File: config.mk
export PLATFORM = sky130hd
export DESIGN_NAME = rshf_iter
export DESIGN_NICKNAME = d
export VERILOG_FILES = /design/src/rtl/rshf_iter.sv
export SDC_FILE = /design/constraint.sdc
export NUM_CORES = 1
export LEC_CHECK = 0
export ABC_CLOCK_PERIOD_IN_PS = 5800
export BUFFER_PORTS_ARGS = -buffer_cell sky130_fd_sc_hd__buf_2
export CAP_MARGIN = 25
export CORE_ASPECT_RATIO = 0.7
export CORE_MARGIN = 5
export CORE_UTILIZATION = 26
export DETAILED_ROUTE_END_ITERATION = 12
export GPL_TIMING_DRIVEN = 0
export SLEW_MARGIN = 15
export SYNTH_ARGS = -nofsm -noshare
export SYNTH_HDL_FRONTEND = slang
export SYNTH_SLANG_ARGS = --single-unit
File: constraint.sdc
create_clock -name clk -period 5.8 [get_ports clk]
set_input_delay 0.87 -clock clk [delete_from_list [all_inputs] [get_ports clk]]
set_output_delay 0.87 -clock clk [all_outputs]
set_load 0.02 [all_outputs]
File: src/rtl/rshf_iter.sv
// rshf_iter: iterative right shifter (logical or arithmetic), STEP bits per clock.
// A start accepted while ready loads the operand; SHIFT repeats until the count
// runs out, then DONE raises done for one cycle with shift_out already updated.
module rshf_iter #(
   parameter int WIDTH = 32,
   parameter int STEP  = 1   // legal: 1, 2, 4, 8
) (
   input  logic             clk,
   input  logic             rst_n,
   input  logic             start,
   input  logic [WIDTH-1:0] shift_in,
   input  logic [4:0]       shamt,
   input  logic             arith,
   output logic             ready,
   output logic             busy,
   output logic             done,
   output logic [WIDTH-1:0] shift_out,
   output logic [1:0]       fsm_state
);

   // Handshake: a request is taken on a rising edge where start=1 and ready=1
   // (ready is high in IDLE and DONE, so requests can run back to back). While
   // busy=1, start is ignored. done is a single-cycle pulse; shift_out is valid
   // from that cycle and holds until the next accepted request completes.

   typedef enum logic [1:0] {
      IDLE  = 2'd0,
      SHIFT = 2'd1,
      DONE  = 2'd2
   } state_t;

   localparam logic [4:0] STEP_AMT = 5'(STEP);

   state_t             state;
   state_t             state_nxt;
   logic [WIDTH-1:0]   work;
   logic [WIDTH-1:0]   work_nxt;
   logic [2*WIDTH-1:0] ext;
   logic [4:0]         cnt;
   logic [4:0]         k;
   logic               fill;
   logic               accept;

   assign accept    = start & ready;
   assign ready     = (state == IDLE) || (state == DONE);
   assign busy      = (state == SHIFT);
   assign done      = (state == DONE);
   assign fsm_state = state;

   // Per-cycle shift amount, clipped so the last step never overshoots.
   assign k = (cnt < STEP_AMT) ? cnt : STEP_AMT;

   // Fill bits enter from the top; the fill is frozen at acceptance so the sign
   // always comes from the original operand.
   assign ext      = {{WIDTH{fill}}, work} >> k;
   assign work_nxt = ext[WIDTH-1:0];

   // State register.
   always_ff @(posedge clk or negedge rst_n) begin
      if (!rst_n) state <= IDLE;
      else        state <= state_nxt;
   end

   // Next-state decode.
   always_comb begin
      state_nxt = state;
      unique case (state)
         IDLE:    if (start) state_nxt = (shamt == 5'd0) ? DONE : SHIFT;
         SHIFT:   if (cnt == k) state_nxt = DONE;
         DONE:    if (start) state_nxt = (shamt == 5'd0) ? DONE : SHIFT;
                  else       state_nxt = IDLE;
         default: state_nxt = IDLE;
      endcase
   end

   // Datapath: load on acceptance, shift while in SHIFT, publish the final value.
   always_ff @(posedge clk or negedge rst_n) begin
      if (!rst_n) begin
         work      <= '0;
         cnt       <= '0;
         fill      <= 1'b0;
         shift_out <= '0;
      end else if (accept) begin
         work <= shift_in;
         cnt  <= shamt;
         fill <= arith & shift_in[WIDTH-1];
         if (shamt == 5'd0) shift_out <= shift_in;
      end else if (state == SHIFT) begin
         work <= work_nxt;
         cnt  <= cnt - k;
         if (cnt == k) shift_out <= work_nxt;
      end
   end

endmodule
==> flow_summary.yaml, run 1 <==
detailed_routing:
  wl_um: 10900
  dr.pass1.iters: 4
  wl_per_cell_um: 16.7
  drc: 0
  vias_per_cell: 4.90
  drtIter0Drc: 166
  drtAntennaViolNets: 0
  vias: 3192
floorplanning:
  start_util: 0.265
  placeableCoreArea_sq_um: 13900
  io_pins: 78
  die_h_um: 110
  die_area_sq_um: 16700
  die_x_um: 152
  rows: 36
synth:
  synth_cell_types: 26
  synth_cells: 368
  netlist_area_sq_um: 3680
  ys_ff_latch: 72
  synthesis.area_per_instance_sq_um: 10.0
  synth.top_cell.area_share: 0.489
  synth.area.top_cells: "dfrtp_1, o31ai_1, a221oi_2, nand2_1, nor2b_1"
  yosys_warnings: 0
  syn_nets: 410
  yosysTopAreaCell: "dfrtp_1"
  ys_seq_area_frac: 0.489
critical_path:
  critical_path.top_delay_family: "buffers and inverters"
  critPathLaunchType: "input port"
  r2r_cells: 7
  r2r-start: "fsm_state[0]$_DFFE_PN0P_"
  max_stage_delay_ns: 0.46
  end_kind: "register"
  cp.depth: 8
  crit_type: "in2reg"
  path_common_cell: "clkbuf_1"
  rrSetupSlack_ns: 3.58
  cp.required_ns: 6.04
  path_buf_inv: 4
  cp_cell_sequence: "buf_2 -> nor2b_1 -> clkbuf_1 -> nor2_1 -> clkbuf_1 -> buf_1 -> nand2_1 -> o31ai_1"
  crit_path_max_fanout: 10
  crit-reg2reg-capture: "work[29]$_DFFE_PN0P_"
  timing.critical_path.arrival_ns: 2.68
  crit_path_top_delay_cell: "clkbuf_1"
power_and_ir_drop:
  swShare: 0.444
  p_clk_frac: 0.178
  p_sw_uw: 1280
  ir_worst_vdd_uv: 224
  intPower_uw: 1600
  power_density_nw_per_um2: 625
  p_leak_uw: 0.00201
  seqPwrFrac: 0.321
  p_comb_frac: 0.501
final_layout:
  fillers: 1461
  layout.nets: 499
  multi_input_area_sq_um: 1740
  syn_to_final_growth_pct: 25.1
  antennaDiodeCount: 0
  final_cells: 651
  drive_gt1_frac: 0.289
  mostFrequentLayoutCell: "buf_2"
  final_cell_mix: "buf_2, nand2_1, dfrtp_1, o31ai_1, nor2_1"
  regArea_sq_um: 1800
global_route:
  antenna_found_initial: 0
  grt_start_max_net_pins: 53
  grt_overflow: 0
  grt_first_pass_wirelength_um: 18000
  grt_usage: 0.135
  grt_pass1_vias: 3340
clocking:
  cts.sinks: 72
  cts-buffers-inserted: 9
  htree_levels: 3
  hold_buffers: 0
  clkTransAtPathRegs_ns: 0.06
  cts_tree: "yes"
  cts_setup_buffers: 0
  cts_resized: 0
  cts_max_path_buffers: 2
  clk_latency_ns: 0.33
  root_buffer: "clkbuf_16"
sta:
  finalSetupTns_ns: 0
  fmax_mhz: 408
  finClkSkew_ns: 0.00611
  maxSlewViolCount: 0
  timing.slew.headroom: 0.503
  post-route-period-util: 0.422
  rsz0062_at_grt: "no"
  setup-violations-final: 0
  period_needed_ns: 2.45
  final_hold_viol_count: 0
  worstMarginPinSlew_ns: 0.746
placed_design:
  gp_congestion: 0.822
  port_buffers: 77
  dp_hpwl_um: 8090
  dpl.cell_count: 636
flow_run:
  cap_violations: 0
hold_path:
  hp-class: "in2async"
outcome:
  status: "finished, final reports clean"
metrics by stage:
step           setup slack (ns)   util  hold WS, ns  power [uW]  cell area [sq um]
3_5_place_dp               3.05  0.311        0.462        2390               4340
5_1_grt                    3.20  0.331        0.445        3110               4610
3_3_place_gp               3.07  0.309        0.458        2330               4310
2_1_floorplan              3.74      -        0.441        1950               3680
4_1_cts                    3.36  0.331        0.429        2910               4610
6_report                   3.35  0.331        0.427        2880               4610
per-layer routing:
metal / share of wire / GRT usage
met5: 0 / 0
met4: 0.011 / 0.0334
met3: 0.051 / 0.0370
met2: 0.45 / 0.208
met1: 0.49 / 0.188
worst max-delay path by stage:
stage,start,endpoint
6_report,start,work[29]$_DFFE_PN0P_
5_1_grt,start,work[27]$_DFFE_PN0P_
4_1_cts,start,work[11]$_DFFE_PN0P_
3_5_place_dp,start,work[11]$_DFFE_PN0P_
3_3_place_gp,start,work[11]$_DFFE_PN0P_
2_1_floorplan,start,work[10]$_DFFE_PN0P_
kinds of logic after synthesis:
group | count (synthesis) | synth area share
buffers and inverters | 36 | 0.0391
AND/OR/NAND/NOR | 155 | 0.194
adder cells (fa/ha/maj) | 1 | 0.00340
flip-flops | 72 | 0.489
AO/OA/AOI/OAI | 104 | 0.275
registers in the layout (all words and copies together), names as in the netlist:
| register | cells |
|---|---|
| shift_out | 32 |
| work | 32 |
| cnt | 5 |
| fsm_state | 2 |
| fill | 1 |
Yosys cell counts:
cell / instances
a221o_1: 2
a221oi_1: 2
a221oi_2: 30
a32oi_1: 1
buf_1: 4
buf_2: 7
clkbuf_1: 21
dfrtp_1: 72
ha_1: 1
inv_1: 4
nand2_1: 72
nand2b_1: 1
nand2b_2: 1
nand3_1: 3
nor2_1: 37
nor2b_1: 34
nor3_1: 2
nor4_4: 1
o211ai_1: 2
o21ai_0: 2
o311ai_0: 1
o31ai_1: 64
or2_2: 1
or3_1: 1
or4_1: 1
or4b_1: 1
power by group through the flow:
stage	clock network (uW)	logic [uW]	registers, uW
floorplan	0	928	1020
global placement	0	1420	915
detailed placement	0	1460	928
CTS	527	1460	924
global route	549	1600	955
finish	513	1440	925
final cells by class:
class | instances | share of cell area
Buffer | 32 | 0.0280
Clock buffer | 11 | 0.0548
Clock inverter | 4 | 0.00434
Inverter | 4 | 0.00326
Multi-Input combinational cell | 260 | 0.377
Sequential cell | 72 | 0.391
Tap cell | 190 | 0.0516
Timing Repair Buffer | 78 | 0.0901
Note: power is estimated with default switching activity, not from simulation.
==> run 2: changes to the inputs <==
--- a/config.mk
+++ b/config.mk
@@ -5,7 +5,7 @@
 export SDC_FILE = /design/constraint.sdc
 export NUM_CORES = 1
 export LEC_CHECK = 0
-export ABC_CLOCK_PERIOD_IN_PS = 5800
+export ABC_CLOCK_PERIOD_IN_PS = 2200
 export BUFFER_PORTS_ARGS = -buffer_cell sky130_fd_sc_hd__buf_2
 export CAP_MARGIN = 25
 export CORE_ASPECT_RATIO = 0.7
==> constraint.sdc (replaced) <==
create_clock -name clk -period 2.2 [get_ports clk]
set_input_delay 0.33 -clock clk [delete_from_list [all_inputs] [get_ports clk]]
set_output_delay 0.33 -clock clk [all_outputs]
set_load 0.02 [all_outputs]
==> flow_summary.yaml, run 2 (same netlist as run 1, synthesis figures left out) <==
critical_path:
  crit-reg2reg-capture: "cnt[4]$_DFFE_PN0P_"
  crit_path_max_fanout: 10
  r2r_cells: 6
  cp.required_ns: 2.47
  critPathLaunchType: "register"
  r2r-start: "cnt[0]$_DFFE_PN0P_"
  max_stage_delay_ns: 0.47
  crit_type: "reg2reg"
  critical_path.top_delay_family: "simple AND/OR/NAND/NOR gates"
  timing.critical_path.arrival_ns: 2.33
  cp_cell_sequence: "clkbuf_1 -> clkbuf_2 -> or2_2 -> ha_1 -> or4_1 -> nand3_1"
  end_kind: "register"
  crit_path_top_delay_cell: "or4_1"
  path_buf_inv: 2
  rrSetupSlack_ns: 0.14
final_layout:
  fillers: 1460
  final_cell_mix: "buf_2, nand2_1, dfrtp_1, o31ai_1, nor2_1"
  antennaDiodeCount: 0
  mostFrequentLayoutCell: "buf_2"
  multi_input_area_sq_um: 1740
  layout.nets: 501
  reg_top3: "shift_out: 32 flops, work: 32 flops, cnt: 5 flops"
  syn_to_final_growth_pct: 25.9
  regArea_sq_um: 1800
  final_cells: 653
  utilization: 0.333
  drive_gt1_frac: 0.305
power_and_ir_drop:
  seqPwrFrac: 0.320
  swShare: 0.443
  p_comb_frac: 0.503
  intPower_uw: 4250
  p_leak_uw: 0.00204
  p_sw_uw: 3380
  ir_worst_vdd_uv: 591
  p_clk_frac: 0.177
  power_density_nw_per_um2: 1650
detailed_routing:
  dr.pass1.iters: 4
  drtAntennaViolNets: 0
  vias: 3206
  wl_per_cell_um: 16.7
  vias_per_cell: 4.91
  wl_um: 10900
  drtIter0Drc: 174
  drc: 0
clocking:
  htree_levels: 3
  cts.sinks: 72
  cts_tree: "yes"
  root_buffer: "clkbuf_16"
  cts-buffers-inserted: 9
  cts_max_path_buffers: 2
  clkTransAtPathRegs_ns: 0.06
  clk_latency_ns: 0.33
outcome:
  status: "finished, final reports clean"
flow_run:
  cap_violations: 0
floorplanning:
  die_area_sq_um: 16700
  start_util: 0.265
  die_h_um: 110
  placeableCoreArea_sq_um: 13900
  die_x_um: 152
  rows: 36
  io_pins: 78
placed_design:
  port_buffers: 77
  gp_congestion: 0.822
  dpl.cell_count: 636
  dp_hpwl_um: 8090
sta:
  fmax_mhz: 486
  hold_ws_ns: 0.224
  finClkSkew_ns: 0.00554
  finalSetupTns_ns: 0
  worstMarginPinSlew_ns: 0.751
  maxSlewViolCount: 0
  final_hold_viol_count: 0
  post-route-period-util: 0.935
  timing.slew.headroom: 0.499
  setup-violations-final: 0
  rsz0062_at_grt: "no"
  period_needed_ns: 2.06
global_route:
  antenna_found_initial: 0
  grt_pass1_vias: 3343
  grt_usage: 0.135
  grt_first_pass_wirelength_um: 18000
  grt_overflow: 0
  grt_start_max_net_pins: 53
hold_path:
  min_from: "shamt[3]"
  hp-class: "in2reg"
  hold_path_depth: 3
  holdPathEnd: "cnt[3]$_DFFE_PN0P_"
run 2: power by group through the flow:
stage               registers (uW)  logic, uW  clock network (uW)
global route                  2520       4260                1450
global placement              2410       3730                   0
CTS                           2440       3860                1390
finish                        2440       3840                1350
floorplan                     2690       2450                   0
detailed placement            2450       3840                   0
run 2: how the worst max path moves through the flow:
stage,start,endpoint,cells past startpoint
after global routing,fsm_state[0]$_DFFE_PN0P_,work[6]$_DFFE_PN0P_,7
after global placement,start,work[11]$_DFFE_PN0P_,7
after detailed placement,start,work[11]$_DFFE_PN0P_,7
after floorplan,cnt[0]$_DFFE_PN0P_,cnt[4]$_DFFE_PN0P_,6
after CTS,cnt[0]$_DFFE_PN0P_,cnt[4]$_DFFE_PN0P_,6
final,cnt[0]$_DFFE_PN0P_,cnt[4]$_DFFE_PN0P_,6
run 2: stage by stage:
step	setup slack (ns)	total power (uW)	cell area, sq um
2_1_floorplan	0.357	5130	3680
3_3_place_gp	0.00513	6140	4310
3_5_place_dp	-0.0137	6290	4340
4_1_cts	0.0971	7690	4620
5_1_grt	0.00352	8230	4630
6_report	0.143	7630	4630
run 2: layer usage:
metal	routed length [um]	global-route usage	vias up
met1	5390	0.188	1582
li1	-	-	1536
met5	0	0	-
met3	512	0.0370	10
met2	4870	0.208	78
met4	121	0.0334	0
run 2: cell type report:
class / count / share of cell area
clock buffers: 11 / 0.0545
repair buffers: 80 / 0.0934
multi-input cells: 260 / 0.375
plain buffers: 32 / 0.0297
inverters: 4 / 0.00324
flip-flops and latches: 72 / 0.389
well taps: 190 / 0.0513
clock inverters: 4 / 0.00432
run 2: repair_timing:
item / in CTS / in global routing
setup buffers: 0 / 1
pin swaps: 0 / 1
hold buffers: 1 / 0
endpoints found under the setup margin: 7 / 15
hold endpoints to repair: 20 / 0
gates resized for setup: 1 / 11
run 2: tightest hold or removal path: cells and delay by family:
family	cells	cell delay [ns]
buffers and inverters	1	0.09
AND/OR/NAND/NOR	2	0.10
